File: src/rtl/mem_arbiter.sv
// Two-port (fetch / load-store) arbiter and sequencer in front of a word-wide memory.
// Optional round-robin arbitration: define ARB_ROUND_ROBIN_EN (default is fixed LS-over-IF priority).
module mem_arbiter #(
  parameter int unsigned AWIDTH    = 32,
  parameter int unsigned DWIDTH    = 32,
  parameter logic [31:0] BASE_ADDR = 32'h01000000
) (
  input  logic              clk,
  input  logic              rst,
  input  logic              if_req_i,
  input  logic [AWIDTH-1:0] if_addr_i,
  output logic              if_gnt_o,
  output logic              if_rvalid_o,
  output logic [DWIDTH-1:0] if_rdata_o,
  input  logic              ls_req_i,
  input  logic              ls_we_i,
  input  logic [1:0]        ls_size_i,
  input  logic [AWIDTH-1:0] ls_addr_i,
  input  logic [DWIDTH-1:0] ls_wdata_i,
  output logic              ls_gnt_o,
  output logic              ls_rvalid_o,
  output logic [DWIDTH-1:0] ls_rdata_o,
  output logic              ls_err_o,
  output logic [AWIDTH-1:0] mem_addr_o,
  output logic [DWIDTH-1:0] mem_data_o,
  output logic              mem_read_en_o,
  output logic              mem_write_en_o,
  input  logic [DWIDTH-1:0] mem_data_i
);

  typedef enum logic [2:0] {
    S_IDLE   = 3'd0,
    S_ACCESS = 3'd1,
    S_RMW_RD = 3'd2,
    S_RMW_WR = 3'd3,
    S_RESP   = 3'd4
  } state_t;

  state_t r_state, w_next;

  logic              r_is_ls;
  logic              r_we;
  logic [1:0]        r_size;
  logic [AWIDTH-1:0] r_addr;
  logic [DWIDTH-1:0] r_wdata;
  logic [DWIDTH-1:0] r_word;
  logic              r_mis;

  logic              w_idle;
  logic              w_ls_pri;
  logic              w_ls_mis;
  logic              w_ls_sub;
  logic [4:0]        w_shamt;
  logic [DWIDTH-1:0] w_shifted;
  logic [DWIDTH-1:0] w_load;
  logic [DWIDTH-1:0] w_merged;
  logic [AWIDTH-1:0] w_word_addr;

`ifdef ARB_ROUND_ROBIN_EN
  // Remembers whether LS received the most recent grant; reset points at IF.
  logic r_last_ls;
  always_ff @(posedge clk or posedge rst) begin
    if (rst)                       r_last_ls <= 1'b0;
    else if (if_gnt_o || ls_gnt_o) r_last_ls <= ls_gnt_o;
  end
  assign w_ls_pri = ~r_last_ls;
`else
  assign w_ls_pri = 1'b1;
`endif

  // Grants are only possible in IDLE and are suppressed while reset is held.
  assign w_idle   = (r_state == S_IDLE) && !rst;
  assign ls_gnt_o = w_idle && ls_req_i && (w_ls_pri || !if_req_i);
  assign if_gnt_o = w_idle && if_req_i && !(ls_req_i && w_ls_pri);

  assign w_ls_mis = (ls_size_i == 2'b01) ? ls_addr_i[0] :
                    (ls_size_i[1] && (ls_addr_i[1:0] != 2'b00));
  assign w_ls_sub = ls_we_i && !ls_size_i[1];

  assign w_word_addr = {r_addr[AWIDTH-1:2], 2'b00};
  assign w_shamt     = {r_addr[1:0], 3'b000};
  assign w_shifted   = r_word >> w_shamt;

  always_ff @(posedge clk or posedge rst) begin
    if (rst) r_state <= S_IDLE;
    else     r_state <= w_next;
  end

  always_comb begin
    w_next = r_state;
    case (r_state)
      S_IDLE: begin
        if (ls_gnt_o) begin
          if (w_ls_mis)      w_next = S_RESP;
          else if (w_ls_sub) w_next = S_RMW_RD;
          else               w_next = S_ACCESS;
        end else if (if_gnt_o) begin
          w_next = S_ACCESS;
        end
      end
      S_ACCESS: w_next = S_RESP;
      S_RMW_RD: w_next = S_RMW_WR;
      S_RMW_WR: w_next = S_RESP;
      S_RESP:   w_next = S_IDLE;
      default:  w_next = S_IDLE;
    endcase
  end

  // Latch the winner's request fields; capture every memory read.
  always_ff @(posedge clk or posedge rst) begin
    if (rst) begin
      r_is_ls <= 1'b0;
      r_we    <= 1'b0;
      r_size  <= 2'b10;
      r_addr  <= '0;
      r_wdata <= '0;
      r_mis   <= 1'b0;
      r_word  <= '0;
    end else begin
      if (ls_gnt_o) begin
        r_is_ls <= 1'b1;
        r_we    <= ls_we_i;
        r_size  <= ls_size_i;
        r_addr  <= ls_addr_i;
        r_wdata <= ls_wdata_i;
        r_mis   <= w_ls_mis;
      end else if (if_gnt_o) begin
        r_is_ls <= 1'b0;
        r_we    <= 1'b0;
        r_size  <= 2'b10;
        r_addr  <= if_addr_i;
        r_wdata <= '0;
        r_mis   <= 1'b0;
      end
      if (mem_read_en_o) r_word <= mem_data_i;
    end
  end

  // Store-byte merge for RMW and right-aligned, zero-extended load data.
  always_comb begin
    w_merged = r_word;
    case (r_size)
      2'b00:   w_merged[w_shamt +: 8]               = r_wdata[7:0];
      2'b01:   w_merged[{r_addr[1], 4'b0000} +: 16] = r_wdata[15:0];
      default: w_merged = r_word;
    endcase
  end

  always_comb begin
    case (r_size)
      2'b00:   w_load = DWIDTH'(w_shifted[7:0]);
      2'b01:   w_load = DWIDTH'(w_shifted[15:0]);
      default: w_load = w_shifted;
    endcase
  end

  always_comb begin
    mem_addr_o     = AWIDTH'(BASE_ADDR);
    mem_data_o     = '0;
    mem_read_en_o  = 1'b0;
    mem_write_en_o = 1'b0;
    if_rvalid_o    = 1'b0;
    if_rdata_o     = '0;
    ls_rvalid_o    = 1'b0;
    ls_rdata_o     = '0;
    ls_err_o       = 1'b0;
    case (r_state)
      S_ACCESS: begin
        mem_addr_o = w_word_addr;
        if (r_we) begin
          mem_write_en_o = 1'b1;
          mem_data_o     = r_wdata;
        end else begin
          mem_read_en_o  = 1'b1;
        end
      end
      S_RMW_RD: begin
        mem_addr_o    = w_word_addr;
        mem_read_en_o = 1'b1;
      end
      S_RMW_WR: begin
        mem_addr_o     = w_word_addr;
        mem_write_en_o = 1'b1;
        mem_data_o     = w_merged;
      end
      S_RESP: begin
        if (r_is_ls) begin
          ls_rvalid_o = 1'b1;
          ls_err_o    = r_mis;
          ls_rdata_o  = (r_mis || r_we) ? '0 : w_load;
        end else begin
          if_rvalid_o = 1'b1;
          if_rdata_o  = r_word;
        end
      end
      default: ;
    endcase
  end

endmodule

File: config.mk
export PLATFORM = sky130hd
export DESIGN_NAME = mem_arbiter
export DESIGN_NICKNAME = d
export VERILOG_FILES = /design/src/rtl/mem_arbiter.sv
export SDC_FILE = /design/constraint.sdc
export NUM_CORES = 1
export LEC_CHECK = 0
export ABC_CLOCK_PERIOD_IN_PS = 3200
export CORE_MARGIN = 2
export CORE_UTILIZATION = 40
export CTS_CLUSTER_DIAMETER = 150
export CTS_CLUSTER_SIZE = 40
export DETAILED_ROUTE_END_ITERATION = 10
export PLACE_DENSITY_LB_ADDON = 0.12
export SLEW_MARGIN = 30
export SYNTH_ARGS = -nofsm -noshare
export SYNTH_HDL_FRONTEND = slang
export SYNTH_SLANG_ARGS = --single-unit
File: constraint.sdc
create_clock -name clk -period 3.2 [get_ports clk]
set_clock_uncertainty 0.05 [all_clocks]
set_input_delay 0.32 -clock clk [delete_from_list [all_inputs] [get_ports clk]]
set_output_delay 0.32 -clock clk [all_outputs]
set_load 0.01 [all_outputs]
### Word level (Yosys, flattened, before mapping)

Index checks and enable logic that the tools add are counted.

| storage, ports and cells | value |
|---|---|
| flip-flop bits (word level) | 104 |
| input port bits | 135 |
| output and inout port bits | 135 |

| operators by class | value |
|---|---|
| $add $sub $neg | 2 |
| equality and inequality tests | 7 |
| shifts and indexed selects | 5 |
| mux-type cells | 38 |
| reduce and logical (&&, ||, !) cells | 16 |

Operators with widths:

| operator | count |
|---|---|
| 2-to-1 mux 32 bit | 11 |
| case mux 32 bit (2 select lines) | 3 |
| bitwise mux 32 bit | 2 |
| variable shift 16 x 7 -> 32 bit, first input constant | 1 |
| variable shift 8 x 7 -> 32 bit, first input constant | 1 |
| indexed part select 16 x 7 -> 32 bit | 1 |
| indexed part select 8 x 7 -> 32 bit | 1 |
| >> shifter 32 x 5 -> 32 bit | 1 |
| negation 5 -> 7 bit | 2 |
| 2-to-1 mux 1 bit | 13 |
| 2-to-1 mux 3 bit | 3 |
| case mux 3 bit (3 select lines) | 1 |
| == test 3 x 2 -> 1 bit, second input constant | 2 |
| logical AND 1 bit | 6 |
| 2-to-1 mux 2 bit | 3 |
| == test 2 x 1 -> 1 bit, second input constant | 2 |
| case mux 1 bit (2 select lines) | 2 |
| nonzero test 2 bit | 2 |
| == test 3 x 1 -> 1 bit, second input constant | 1 |
| == test 3 bit, second input constant | 1 |
| logical NOT 1 bit | 3 |
| logical NOT 3 bit | 1 |
| != test 3 bit, second input constant | 1 |
| OR reduction 3 bit | 1 |
| other kinds (3) | 3 |

### Depth between registers and ports, before layout

Gate-level depths: netlist (run 1).

| depth | value |
|---|---|
| word-level depth | 7 |
| mapped depth | 10 |
| depth with buffers taken out | 6 |

### Worst setup path before layout (run 1)

OpenSTA, ideal clock, no wires.

| timing | value |
|---|---|
| kind | register -> output |
| start | reg r_addr[0] |
| end | out mem_data_o[30] |
| arrival time | 2447 ps |
| data required time | 2830 ps |
| path slack | 383 ps |
| cell stages (with the launch flop) | 11 |
| cells stage by stage | dfrtp_1 buf_2 buf_2 buf_1 inv_1 ha_1 nor4bb_1 buf_1 a221o_1 o2111ai_1 a21oi_1 |

| on the way | value |
|---|---|
| longest elaborated chain between the ends | 5 |
| elaborated cells between the ends (all ways) | 6 |
| those cells by class | add/sub: 1; shift: 2; mux: 3 |

Ends and longest elaborated chain:

| element | RTL line | RTL |
|---|---|---|
| start, declared | 44 | `logic [AWIDTH-1:0] r_addr;` |
| start signal, assigned | 124 | `r_addr <= ls_addr_i;` |
| start signal, assigned | 131 | `r_addr <= if_addr_i;` |
| negation 5 -> 7 bit * | 143 | `2'b00: w_merged[w_shamt +: 8] = r_wdata[7:0];` |
| indexed part select 8 x 7 -> 32 bit or variable shift 8 x 7 -> 32 bit (tied branches) | 143 |  |
| bitwise mux 32 bit * | 143 |  |
| case mux 32 bit (2 select lines) * | 142 | `case (r_size)` |
| case mux 32 bit (2 select lines) * | 167 | `case (r_state)` |
| end, declared | 25 | `output logic [DWIDTH-1:0] mem_data_o,` |

Every way passes the cells marked *; elsewhere a longest branch is shown, timed or not.

### Final worst setup path (run 1)

| timing | value |
|---|---|
| start | reg r_addr[1] |
| end | out mem_data_o[23] |

| on the way | value |
|---|---|
| longest elaborated chain between the ends | 5 |
| elaborated cells between the ends (all ways) | 10 |
| those cells by class | add/sub: 2; shift: 4; mux: 4 |

Ends and longest elaborated chain:

| element | RTL line | RTL |
|---|---|---|
| negation 5 -> 7 bit (on tied branches) | 144, 143 |  |
| indexed part select 16 x 7 -> 32 bit, or another cell as far along | 144 | `2'b01: w_merged[{r_addr[1], 4'b0000} +: 16] = r_wdata[15:0];` |
| bitwise mux 32 bit (on tied branches) | 144, 143 |  |
| case mux 32 bit (2 select lines) * | 142 |  |
| case mux 32 bit (2 select lines) * | 167 |  |

Marks and branches as above.

==> results.md, run 1 <==
* Outcome: completed
* HPWL Detailed at 17.2 mm
* Minimum clock period after layout at 3.10 ns
* Vias in the first global route at 6,273
* Synthesis-to-finish area growth at 48.9%
* # port buffers at 267
* GRT Overall Usage at 0.266
* Routed WL at 23.1 mm
* Final slew viol count at 0
* Vias/cell at 5.55
* Min-delay src: r_addr[27]
* Final setup viols at 0
* Share of cells above drive strength 1 at 0.103
* Hold path depth at 2
* Pint at 4360 µW
* TritonCTS clock tree: done
* Post-synth ARST share at 1.00
* Fin nets at 1,064
* Post-synthesis sequential area ratio at 0.401
* Synth cell types at 57
* Register-to-Register Path Depth at 6
* WP data arrival at 2.73 ns
* FF-to-FF setup slack at 0.94 ns
* Slew HR at 0.528
* WL/cell at 20.1 µm
* Ys Warns at 0
* Syn Area/Cell at 9.54 µm²
* Peak supply drop at 0.482 mV
* Die X at 131 µm
* Fin util at 0.608
* Clock latency on the worst-skew pair at 0.36 ns
* Initial antenna violation count at 0
* Placer Congestion at 0.883
* Crit end category: primary output
* Multi-input logic area at 3570 µm²
* CORE AREA at 15,900 µm²
* Synth Instances at 680
* # clock sinks at 104
* Crit path kind: flop to primary output
* Clock share of power at 0.141
* Residual DRC at 0
* Starting Density at 0.408
* Worst Hold End: r_addr[27]
* Post-DRT Antenna Nets at 0
* Worst EP required at 2.83 ns
* Cell Area, Synth at 6490 µm²
* Power density cells at 798 nW/µm²
* Critical path startpoint category: flop
* CTS buffer count at 9
* Hold violation count in the final report at 0
* Switching share of power at 0.433
* Cell Count, Final, Fillers Out at 1,145
* Grt total ovfl at 0
* CTS max path bufs at 2
* DRT Pass-1 Iters at 5
* HP Class: flop to flop
* CTS clk-pin slew, worst paths at 0.07 ns
* Power consumption at 7700 µW
* Combinational Power Share at 0.475
* Synth Flop Type: dfrtp_1
* Worst Max-Slew Pin Slew at 0.707 ns
* Vias at 6,353
* Sequential share of power at 0.385
* ANT cells at 0
* Reg area at 2610 µm²
* Reg2reg end: r_addr[26]
* RR Startpoint: r_state[2]
* Number of DRC markers in iteration 0 at 545
* H-tree Lvls at 3
* Max-cap violations at 0
* Post-synth EDFFs at 0
* Fin crit share at 0.970
* Die Area at 17,300 µm²
* Unrepaired setup endpoints after global routing: yes
* Placed cells at 1,127
* CP max FO at 34
* Die H at 131 µm
* Row cnt at 46
* First-pass GRT wire length at 36.1 mm
* IO Pins at 270
* P_leak at 0.00393 µW
* Fmax at 322 MHz
* Filler Cells Inserted at 1,359
* Largest net degree at the start of global routing at 82
* NetSw at 3340 µW
* Root Buffer: clkbuf_16
* Flops & latches, synth at 104
## critical path, stage by stage (launching register included)
cell and delay (ns):
dfrtp_1 0.37, buf_6 0.26, ha_1 0.22, clkinv_1 0.10, nor4b_2 0.25, buf_4 0.21, a221oi_1 0.08, o21ai_0 0.28
clkdlybuf4s50_1 0.59
## synthesized netlist by cell type, types with 2 or more instances
cell type / instances / area (µm²)
dfrtp_1: 103 / 2580
and2_1: 70 / 438
nand2_1: 69 / 259
mux2i_1: 54 / 541
nor2_1: 39 / 146
a22o_1: 38 / 333
o21ai_1: 35 / 175
mux2_2: 32 / 360
a21oi_1: 28 / 140
clkbuf_1: 24 / 90.1
buf_2: 21 / 105
a211oi_1: 17 / 128
o21ai_0: 17 / 85.1
o221ai_1: 14 / 123
a221oi_1: 11 / 96.3
nor2b_1: 11 / 68.8
inv_1: 9 / 33.8
o22ai_1: 8 / 50.1
a2bb2oi_1: 7 / 61.3
a221o_1: 5 / 50.1
a32o_1: 5 / 50.1
buf_6: 5 / 56.3
ha_1: 5 / 62.6
o2111ai_1: 5 / 43.8
or2_2: 5 / 31.3
buf_8: 3 / 45.0
nand2b_1: 3 / 18.8
buf_1: 2 / 7.51
buf_4: 2 / 15.0
nand3_1: 2 / 10.0
nor2_2: 2 / 12.5
nor3b_1: 2 / 15.0
o211ai_1: 2 / 15.0
or3_1: 2 / 12.5
## metrics by stage
| step | setup slack (ns) | area, µm² | TNS (ns) | hold WS, ns |
|---|---|---|---|---|
| floorplan | 0.0995 | 6490 | 0 | 0.397 |
| global placement | 0.434 | 9310 | 0 | 0.410 |
| detailed placement | 0.359 | 9310 | 0 | 0.417 |
| CTS | 0.0465 | 9610 | 0 | 0.435 |
| global route | -0.0283 | 9660 | -0.0423 | 0.446 |
| finish | 0.0975 | 9660 | 0 | 0.428 |
## final cells by class
type                    instances  share of cell area
clock buffers                   9              0.0233
flip-flops and latches        104               0.270
multi-input cells             509               0.369
well taps                     216              0.0280
inverters                      11             0.00466
repair buffers                289               0.299
clock inverters                 7             0.00570
## worst max-delay path by stage
stage	from	to	slack, ns
after detailed placement	r_addr[0]	mem_data_o[5]	0.36
after global placement	r_addr[0]	mem_data_o[28]	0.43
after CTS	r_addr[1]	mem_data_o[16]	0.05
after floorplan	rst	r_addr[0]	0.1
final	r_addr[1]	mem_data_o[23]	0.1
after global routing	r_addr[1]	mem_data_o[24]	-0.03
## power by group through the flow
| stage | Combinational [µW] | Clock [µW] | Sequential, µW |
|---|---|---|---|
| final | 3660 | 1080 | 2960 |
| after global routing | 3990 | 1160 | 3020 |
| after CTS | 3630 | 1110 | 2920 |
| after detailed placement | 3580 | 0 | 2940 |
| after global placement | 3490 | 0 | 2920 |
| after floorplan | 2560 | 0 | 2380 |
## per-layer routing
layer / global-route usage / part of all wire / routed length, µm
met1: 0.327 / 0.41 / 9440
met2: 0.458 / 0.49 / 11400
met3: 0.0648 / 0.074 / 1710
met4: 0.0870 / 0.023 / 540
met5: 0 / 0 / 0
## state kept, by name, summed over array words and instances, names as in the netlist
| name | flops |
|---|---|
| r_addr | 32 |
| r_is_ls | 1 |
| r_mis | 1 |
| r_size | 2 |
| r_state | 3 |
| r_wdata | 32 |
| r_we | 1 |
| r_word | 32 |
## cells in the final DEF (no fill, tap or decap), types with 4 or more instances in the layout
| cell | n |
|---|---|
| a211oi_1 | 17 |
| a21oi_1 | 27 |
| a221o_1 | 5 |
| a221oi_1 | 11 |
| a22o_1 | 38 |
| a2bb2oi_1 | 7 |
| a32o_1 | 5 |
| and2_1 | 70 |
| buf_4 | 18 |
| clkbuf_16 | 9 |
| clkdlybuf4s50_1 | 262 |
| dfrtp_1 | 102 |
| dlymetal6s2s_1 | 5 |
| ha_1 | 4 |
| inv_1 | 7 |
| mux2_2 | 32 |
| mux2i_1 | 54 |
| nand2_1 | 68 |
| nor2_1 | 39 |
| nor2b_1 | 11 |
| o2111ai_1 | 5 |
| o21ai_0 | 16 |
| o21ai_1 | 36 |
| o221ai_1 | 14 |
| o22ai_1 | 8 |
| or2_2 | 5 |
## cells by family (layout without fill, tap and decap cells)
| logic type | Yosys count | count (layout) | synth area share |
|---|---|---|---|
| fa+ha+maj | 5 | 5 | 0.00964 |
| other cells | 1 | 2 | 0.000578 |
| mux | 86 | 86 | 0.139 |
| flops | 104 | 104 | 0.401 |
| simple gates | 219 | 219 | 0.178 |
| buf+inv | 68 | 316 | 0.0557 |
| compound gates | 197 | 197 | 0.215 |
## what timing repair did
item	CTS	global route
setup endpoints to repair	8	18
hold buffers	0	0
buffers inserted	1	1
gates resized for setup	2	13
pin swaps	0	1
cloned	0	0
Power figures use the tool's default switching activity.
==> run 2: changes to the inputs <==
--- a/config.mk
+++ b/config.mk
@@ -5,12 +5,13 @@
 export SDC_FILE = /design/constraint.sdc
 export NUM_CORES = 1
 export LEC_CHECK = 0
-export ABC_CLOCK_PERIOD_IN_PS = 3200
+export ABC_CLOCK_PERIOD_IN_PS = 3100
 export CORE_MARGIN = 2
-export CORE_UTILIZATION = 40
+export CORE_UTILIZATION = 44
 export CTS_CLUSTER_DIAMETER = 150
 export CTS_CLUSTER_SIZE = 40
 export DETAILED_ROUTE_END_ITERATION = 10
+export GPL_TIMING_DRIVEN = 0
 export PLACE_DENSITY_LB_ADDON = 0.12
 export SLEW_MARGIN = 30
 export SYNTH_ARGS = -nofsm -noshare
==> constraint.sdc (replaced) <==
create_clock -name clk -period 3.1 [get_ports clk]
set_clock_uncertainty 0.05 [all_clocks]
set_input_delay 0.31 -clock clk [delete_from_list [all_inputs] [get_ports clk]]
set_output_delay 0.31 -clock clk [all_outputs]
set_load 0.01 [all_outputs]
==> results.md, run 2 (synthesis results as in run 1) <==
* Hold violation count in the final report at 0 (unchanged)
* Worst setup path end: mem_data_o[28]
* Largest net degree at the start of global routing at 72 (-12%)
* RR Startpoint: r_state[1]
* IO Pins at 270 (unchanged)
* P_leak at 0.00425 µW (+8.2%)
* Switching share of power at 0.421 (-0.0127)
* Critical path startpoint category: flop
* Clock latency on the worst-skew pair at 0.36 ns (about the same)
* Routed WL at 22.5 mm (-2.2%)
* Filler Cells Inserted at 1,204 (-11%)
* Die X at 125 µm (-4.5%)
* Slew HR at 0.654 (+0.126)
* Largest registers: r_addr (32), r_wdata (32), r_word (32)
* Vias at 6,498 (+2.3%)
* Placed cells at 1,133 (+0.53%)
* Max-cap violations at 0 (unchanged)
* # hold bufs at CTS at 0 (unchanged)
* Worst Setup SP: r_addr[0]
* WP data arrival at 2.65 ns (-0.08 ns)
* Die H at 125 µm (-4.5%)
* Fin util at 0.685 (+0.0767)
* GRT Overall Usage at 0.282 (+0.0167)
* Cell Chain, Critical Path: buf_6, buf_12, inv_2, ha_4, nor4bb_2, buf_4, a221o_1, o2111ai_1, a21oi_1, dlygate4sd2_1
* Share of cells above drive strength 1 at 0.134 (+0.0312)
* Cell Count, Final, Fillers Out at 1,158 (+1.1%)
* Grt total ovfl at 0 (unchanged)
* Crit end category: primary output
* Final slew viol count at 0 (unchanged)
* CTS max path bufs at 2 (unchanged)
* Sequential share of power at 0.350 (-0.035)
* CP max-delay cell: dfrtp_1
* Peak supply drop at 0.380 mV (-21%)
* DRT Pass-1 Iters at 5 (unchanged)
* Placer Congestion at 0.900 (+1.8%)
* Reg2reg end: r_word[15]
* Outcome: completed
* Root Buffer: clkbuf_16
* Synthesis-to-finish area growth at 52.8%
* CP max FO at 19 (-44%)
* Worst EP required at 2.74 ns (-0.09 ns)
* CTS clk-pin slew, worst paths at 0.08 ns (about the same)
* Fin crit share at 0.970
* Starting Density at 0.448 (+0.0397)
* Crit path kind: flop to primary output
* Final setup viols at 0 (unchanged)
* # port buffers at 267 (unchanged)
* TritonCTS clock tree: done
* Pint at 4760 µW (+9.0%)
* HPWL Detailed at 17.2 mm (+0.29%)
* H-tree Lvls at 3 (unchanged)
* Row cnt at 44 (-4.3%)
* Minimum clock period after layout at 3.01 ns
* Initial antenna violation count at 0 (unchanged)
* HP Class: input port to async pin
* Fin nets at 1,109 (+4.2%)
* Register-to-Register Path Depth at 6 (unchanged)
* NetSw at 3450 µW (+3.5%)
* Clock share of power at 0.142 (about the same)
* ANT cells at 0 (unchanged)
* Number of DRC markers in iteration 0 at 408 (-25%)
* WL/cell at 19.5 µm (-3.3%)
* Vias in the first global route at 6,292 (+0.30%)
* CTS buffer count at 9 (unchanged)
* Fmax at 333 MHz
* Unrepaired setup endpoints after global routing: yes
* Vias/cell at 5.61 (+1.1%)
* CP peak stage delay at 0.41 ns (-0.18 ns)
* Residual DRC at 0 (unchanged)
* # clock sinks at 104 (unchanged)
* Die Area at 15,700 µm² (-8.8%)
* Post-DRT Antenna Nets at 0 (unchanged)
* Power density cells at 828 nW/µm² (+3.8%)
* Worst Max-Slew Pin Slew at 0.519 ns (-0.189 ns)
* Commonest non-fill, non-tap cells in the layout: 240 x clkdlybuf4s50_1, 102 x dfrtp_1, 70 x and2_1
* First-pass GRT wire length at 34.8 mm (-3.6%)
* Combinational Power Share at 0.508 (+0.033)
* FF-to-FF setup slack at 1.09 ns (+0.15 ns)
* Most common cell after layout, fill and taps aside: clkdlybuf4s50_1
* CORE AREA at 14,500 µm² (-8.9%)
## run 2: power by group through the flow
| stage | Combinational (µW) | Sequential [µW] | Clock [µW] |
|---|---|---|---|
| global route | 4530 | 2930 | 1230 |
| CTS | 4040 | 2840 | 1190 |
| global placement | 3840 | 2840 | 0 |
| floorplan | 2650 | 2460 | 0 |
| finish | 4170 | 2880 | 1160 |
| detailed placement | 3900 | 2850 | 0 |
## run 2: worst max-delay path: cells and delay by family, from the launching register on
kind	cells	cell delay, ns
simple gates	1	0.26
flops	1	0.41
compound gates	3	0.51
fa+ha+maj	1	0.24
buf+inv	5	0.85
## run 2: metal layers
metal | up-vias | global-route usage | part of all wire
li1 | 3047 | - | -
met1 | 3071 | 0.351 | 0.40
met2 | 325 | 0.475 | 0.49
met3 | 55 | 0.0706 | 0.079
met4 | 0 | 0.108 | 0.032
met5 | - | 0 | 0
## run 2: cell type report
type / instances / area, µm² / share of cell area
Timing Repair Buffer: 279 / 2780 / 0.280
Tap cell: 184 / 230 / 0.0232
Multi-Input combinational cell: 509 / 3610 / 0.364
Clock buffer: 12 / 246 / 0.0249
Sequential cell: 104 / 2610 / 0.263
Clock inverter: 4 / 51.3 / 0.00517
Inverter: 11 / 51.3 / 0.00517
Buffer: 55 / 342 / 0.0345
## run 2: through the flow
step	power, µW	hold slack, ns	setup WS [ns]	TNS (ns)	instance area [µm²]
finish	8210	0.388	0.0944	0	9910
global route	8690	0.393	-0.0307	-0.0307	9910
CTS	8070	0.378	-0.0865	-0.127	9810
detailed placement	6750	0.417	-0.735	-15.34	9430
global placement	6680	0.408	-1.65	-184.99	9390
floorplan	5100	0.397	0.00947	0	6490
## run 2: what timing repair did
| action | in CTS | in global routing |
|---|---|---|
| pin swaps | 6 | 9 |
| endpoints found under the setup margin | 32 | 79 |
| resized for setup | 41 | 40 |
| setup buffers | 6 | 5 |
## run 2: worst min path at each step
stage / from / endpoint
floorplan: r_addr[10] / r_addr[10]
finish: rst / r_word[5]
CTS: rst / r_word[5]
global route: rst / r_word[0]
global placement: r_addr[7] / r_addr[7]
detailed placement: r_addr[28] / r_addr[28]
==> run 3: changes to the inputs <==
--- a/config.mk
+++ b/config.mk
@@ -7,10 +7,11 @@
 export LEC_CHECK = 0
 export ABC_CLOCK_PERIOD_IN_PS = 3100
 export CORE_MARGIN = 2
-export CORE_UTILIZATION = 44
+export CORE_UTILIZATION = 30
 export CTS_CLUSTER_DIAMETER = 150
 export CTS_CLUSTER_SIZE = 40
 export DETAILED_ROUTE_END_ITERATION = 10
+export GPL_ROUTABILITY_DRIVEN = 0
 export GPL_TIMING_DRIVEN = 0
 export PLACE_DENSITY_LB_ADDON = 0.12
 export SLEW_MARGIN = 30
==> results.md, run 3 (synthesis results as in run 1) <==
* WL/cell at 20.2 µm (+3.6%)
* Critical path startpoint category: flop
* NetSw at 3560 µW (+3.1%)
* Root Buffer: clkbuf_16
* Register-to-Register Path Depth at 6 (unchanged)
* Residual DRC at 0 (unchanged)
* Slew HR at 0.640 (-0.0144)
* HP Class: input port to async pin
* Grt total ovfl at 0 (unchanged)
* Combinational Power Share at 0.509 (about the same)
* Outcome: completed
* Commonest non-fill, non-tap cells in the layout: 235 x clkdlybuf4s50_1, 102 x dfrtp_1, 70 x and2_1
* TritonCTS clock tree: done
* Unrepaired setup endpoints after global routing: yes
* Met1 usage at 0.267 (-0.0841)
* # hold bufs at CTS at 0 (unchanged)
* CTS buffer count at 9 (unchanged)
* CTS max path bufs at 2 (unchanged)
* Die Area at 22,800 µm² (+45%)
* ANT cells at 0 (unchanged)
* CORE AREA at 21,200 µm² (+46%)
* H-tree Lvls at 3 (unchanged)
* Die X at 151 µm (+20%)
* Vias at 6,435 (-0.97%)
* Clock share of power at 0.143 (about the same)
* Crit end category: primary output
* Number of DRC markers in iteration 0 at 302 (-26%)
* WP data arrival at 2.65 ns (about the same)
* Pint at 4770 µW (+0.34%)
* GRT Overall Usage at 0.222 (-0.0601)
* Share of cells above drive strength 1 at 0.153 (+0.0184)
* Hold violation count in the final report at 0 (unchanged)
* Clock latency on the worst-skew pair at 0.36 ns (about the same)
* Final setup viols at 0 (unchanged)
* P_leak at 0.00416 µW (-2.3%)
* Row cnt at 53 (+20%)
* Crit path kind: flop to primary output
* RR Startpoint: r_state[1]
* Sequential share of power at 0.348 (-0.002)
* Peak supply drop at 0.341 mV (-10%)
* Most common cell after layout, fill and taps aside: clkdlybuf4s50_1
* Worst Max-Slew Pin Slew at 0.540 ns (+0.0216 ns)
* Power density cells at 831 nW/µm² (+0.29%)
* Power consumption at 8330 µW (+1.5%)
* Vias in the first global route at 6,268 (-0.38%)
* Synthesis-to-finish area growth at 54.7%
* Fin crit share at 0.972 (+0.00223)
* Initial antenna violation count at 0 (unchanged)
* M2 GR Usage at 0.379 (-0.0956)
* Max-cap violations at 0 (unchanged)
* Pre-CTS setup slack at -0.790 ns (-0.0550 ns)
* Fin nets at 1,116 (+0.63%)
* Vias/cell at 5.12 (-8.7%)
* First-pass GRT wire length at 38.0 mm (+9.1%)
* FF-to-FF setup slack at 0.99 ns (-0.10 ns)
* Largest net degree at the start of global routing at 64 (-11%)
* CTS clk-pin slew, worst paths at 0.07 ns (about the same)
* Largest registers: r_addr (32), r_wdata (32), r_word (32)
* Starting Density at 0.307 (-0.141)
* Worst EP required at 2.74 ns (about the same)
* CP max FO at 10 (-9)
* # port buffers at 267 (unchanged)
* Final slew viol count at 0 (unchanged)
* Switching share of power at 0.427 (+0.00668)
* Minimum clock period after layout at 3.01 ns (+0.00692 ns)
* Die H at 151 µm (+20%)
* Grt peak-use layer: met2
* # clock sinks at 104 (unchanged)
* Worst setup margin at 0.0875 ns (-0.00692 ns)
* Reg2reg end: r_word[19]
* DRT Pass-1 Iters at 5 (unchanged)
* HPWL Detailed at 19.6 mm (+14%)
* Fmax at 332 MHz (-0.23%)
* Routed WL at 25.3 mm (+12%)
* IO Pins at 270 (unchanged)
* Post-DRT Antenna Nets at 0 (unchanged)
* GRT met3 Usage at 0.0726 (+0.00199)
-- run 3: cell types whose count changed in the layout (fill, tap and decap cells not counted), sizes merged --
| cell | delta |
|---|---|
| dlymetal6s2s | -9 |
| clkbuf | +2 |
| dlygate4sd2 | +3 |
| clkdlybuf4s15 | +2 |
| clkdlybuf4s50 | -5 |
| buf | +14 |
-- run 3: what timing repair did --
action | in CTS | in global routing
setup endpoints to repair | 39 | 56
pin swaps | 13 | 7
setup buffers | 13 | 4
gates cloned | 0 | 0
gates resized for setup | 91 | 31
-- run 3: worst max-delay path, cell delays in order, from the launching register on --
cell and delay (ns):
dfrtp_1 0.41, buf_6 0.13, buf_6 0.12, buf_6 0.14
inv_2 0.09, ha_4 0.16, or3b_4 0.41, a21oi_2 0.14
o221ai_1 0.13, a32o_1 0.30, clkdlybuf4s15_1 0.26
-- run 3: through the flow --
stage / TNS (ns) / instance area [µm²] / utilization / instances / hold slack (ns)
2_1_floorplan: 0 / 6490 / - / 681 / 0.397
3_3_place_gp: -215.02 / 9510 / 0.449 / 1223 / 0.408
3_5_place_dp: -19.08 / 9540 / 0.451 / 1224 / 0.417
4_1_cts: -0.00636 / 9970 / 0.471 / 1252 / 0.417
5_1_grt: -0.0642 / 10000 / 0.474 / 1256 / 0.426
6_report: 0 / 10000 / 0.474 / 1256 / 0.389
-- run 3: cell type report --
type	instances	area, µm²
Buffer	56	343
Clock buffer	12	246
Clock inverter	4	55.1
Fill cell	2080	11100
Inverter	11	55.1
Multi-Input combinational cell	509	3630
Sequential cell	104	2610
Tap cell	275	344
Timing Repair Buffer	285	2750
-- run 3: worst max path at each step --
stage | startpoint | depth (start not counted) | slack, ns | end
6_report | r_addr[0] | 10 | 0.09 | mem_data_o[6]
4_1_cts | r_addr[0] | 10 | -0.006 | mem_data_o[7]
2_1_floorplan | rst | 1 | 0.009 | r_addr[0]
3_5_place_dp | r_addr[0] | 11 | -0.79 | mem_data_o[24]
3_3_place_gp | rst | 2 | -1.91 | r_wdata[23]
5_1_grt | r_addr[0] | 12 | -0.02 | mem_data_o[20]
-- run 3: metal layers --
metal  share of wire  vias up
met5               0        -
met4           0.023        0
met3           0.092       34
met2            0.48      278
met1            0.40     3067
li1                -     3056
-- run 3: power groups by stage --
stage          logic (µW)  clock network (µW)  registers [µW]
6_report             4240                1190            2900
5_1_grt              4650                1270            2980
4_1_cts              4170                1220            2890
3_5_place_dp         3990                   0            2900
3_3_place_gp         3940                   0            2880
2_1_floorplan        2650                   0            2460
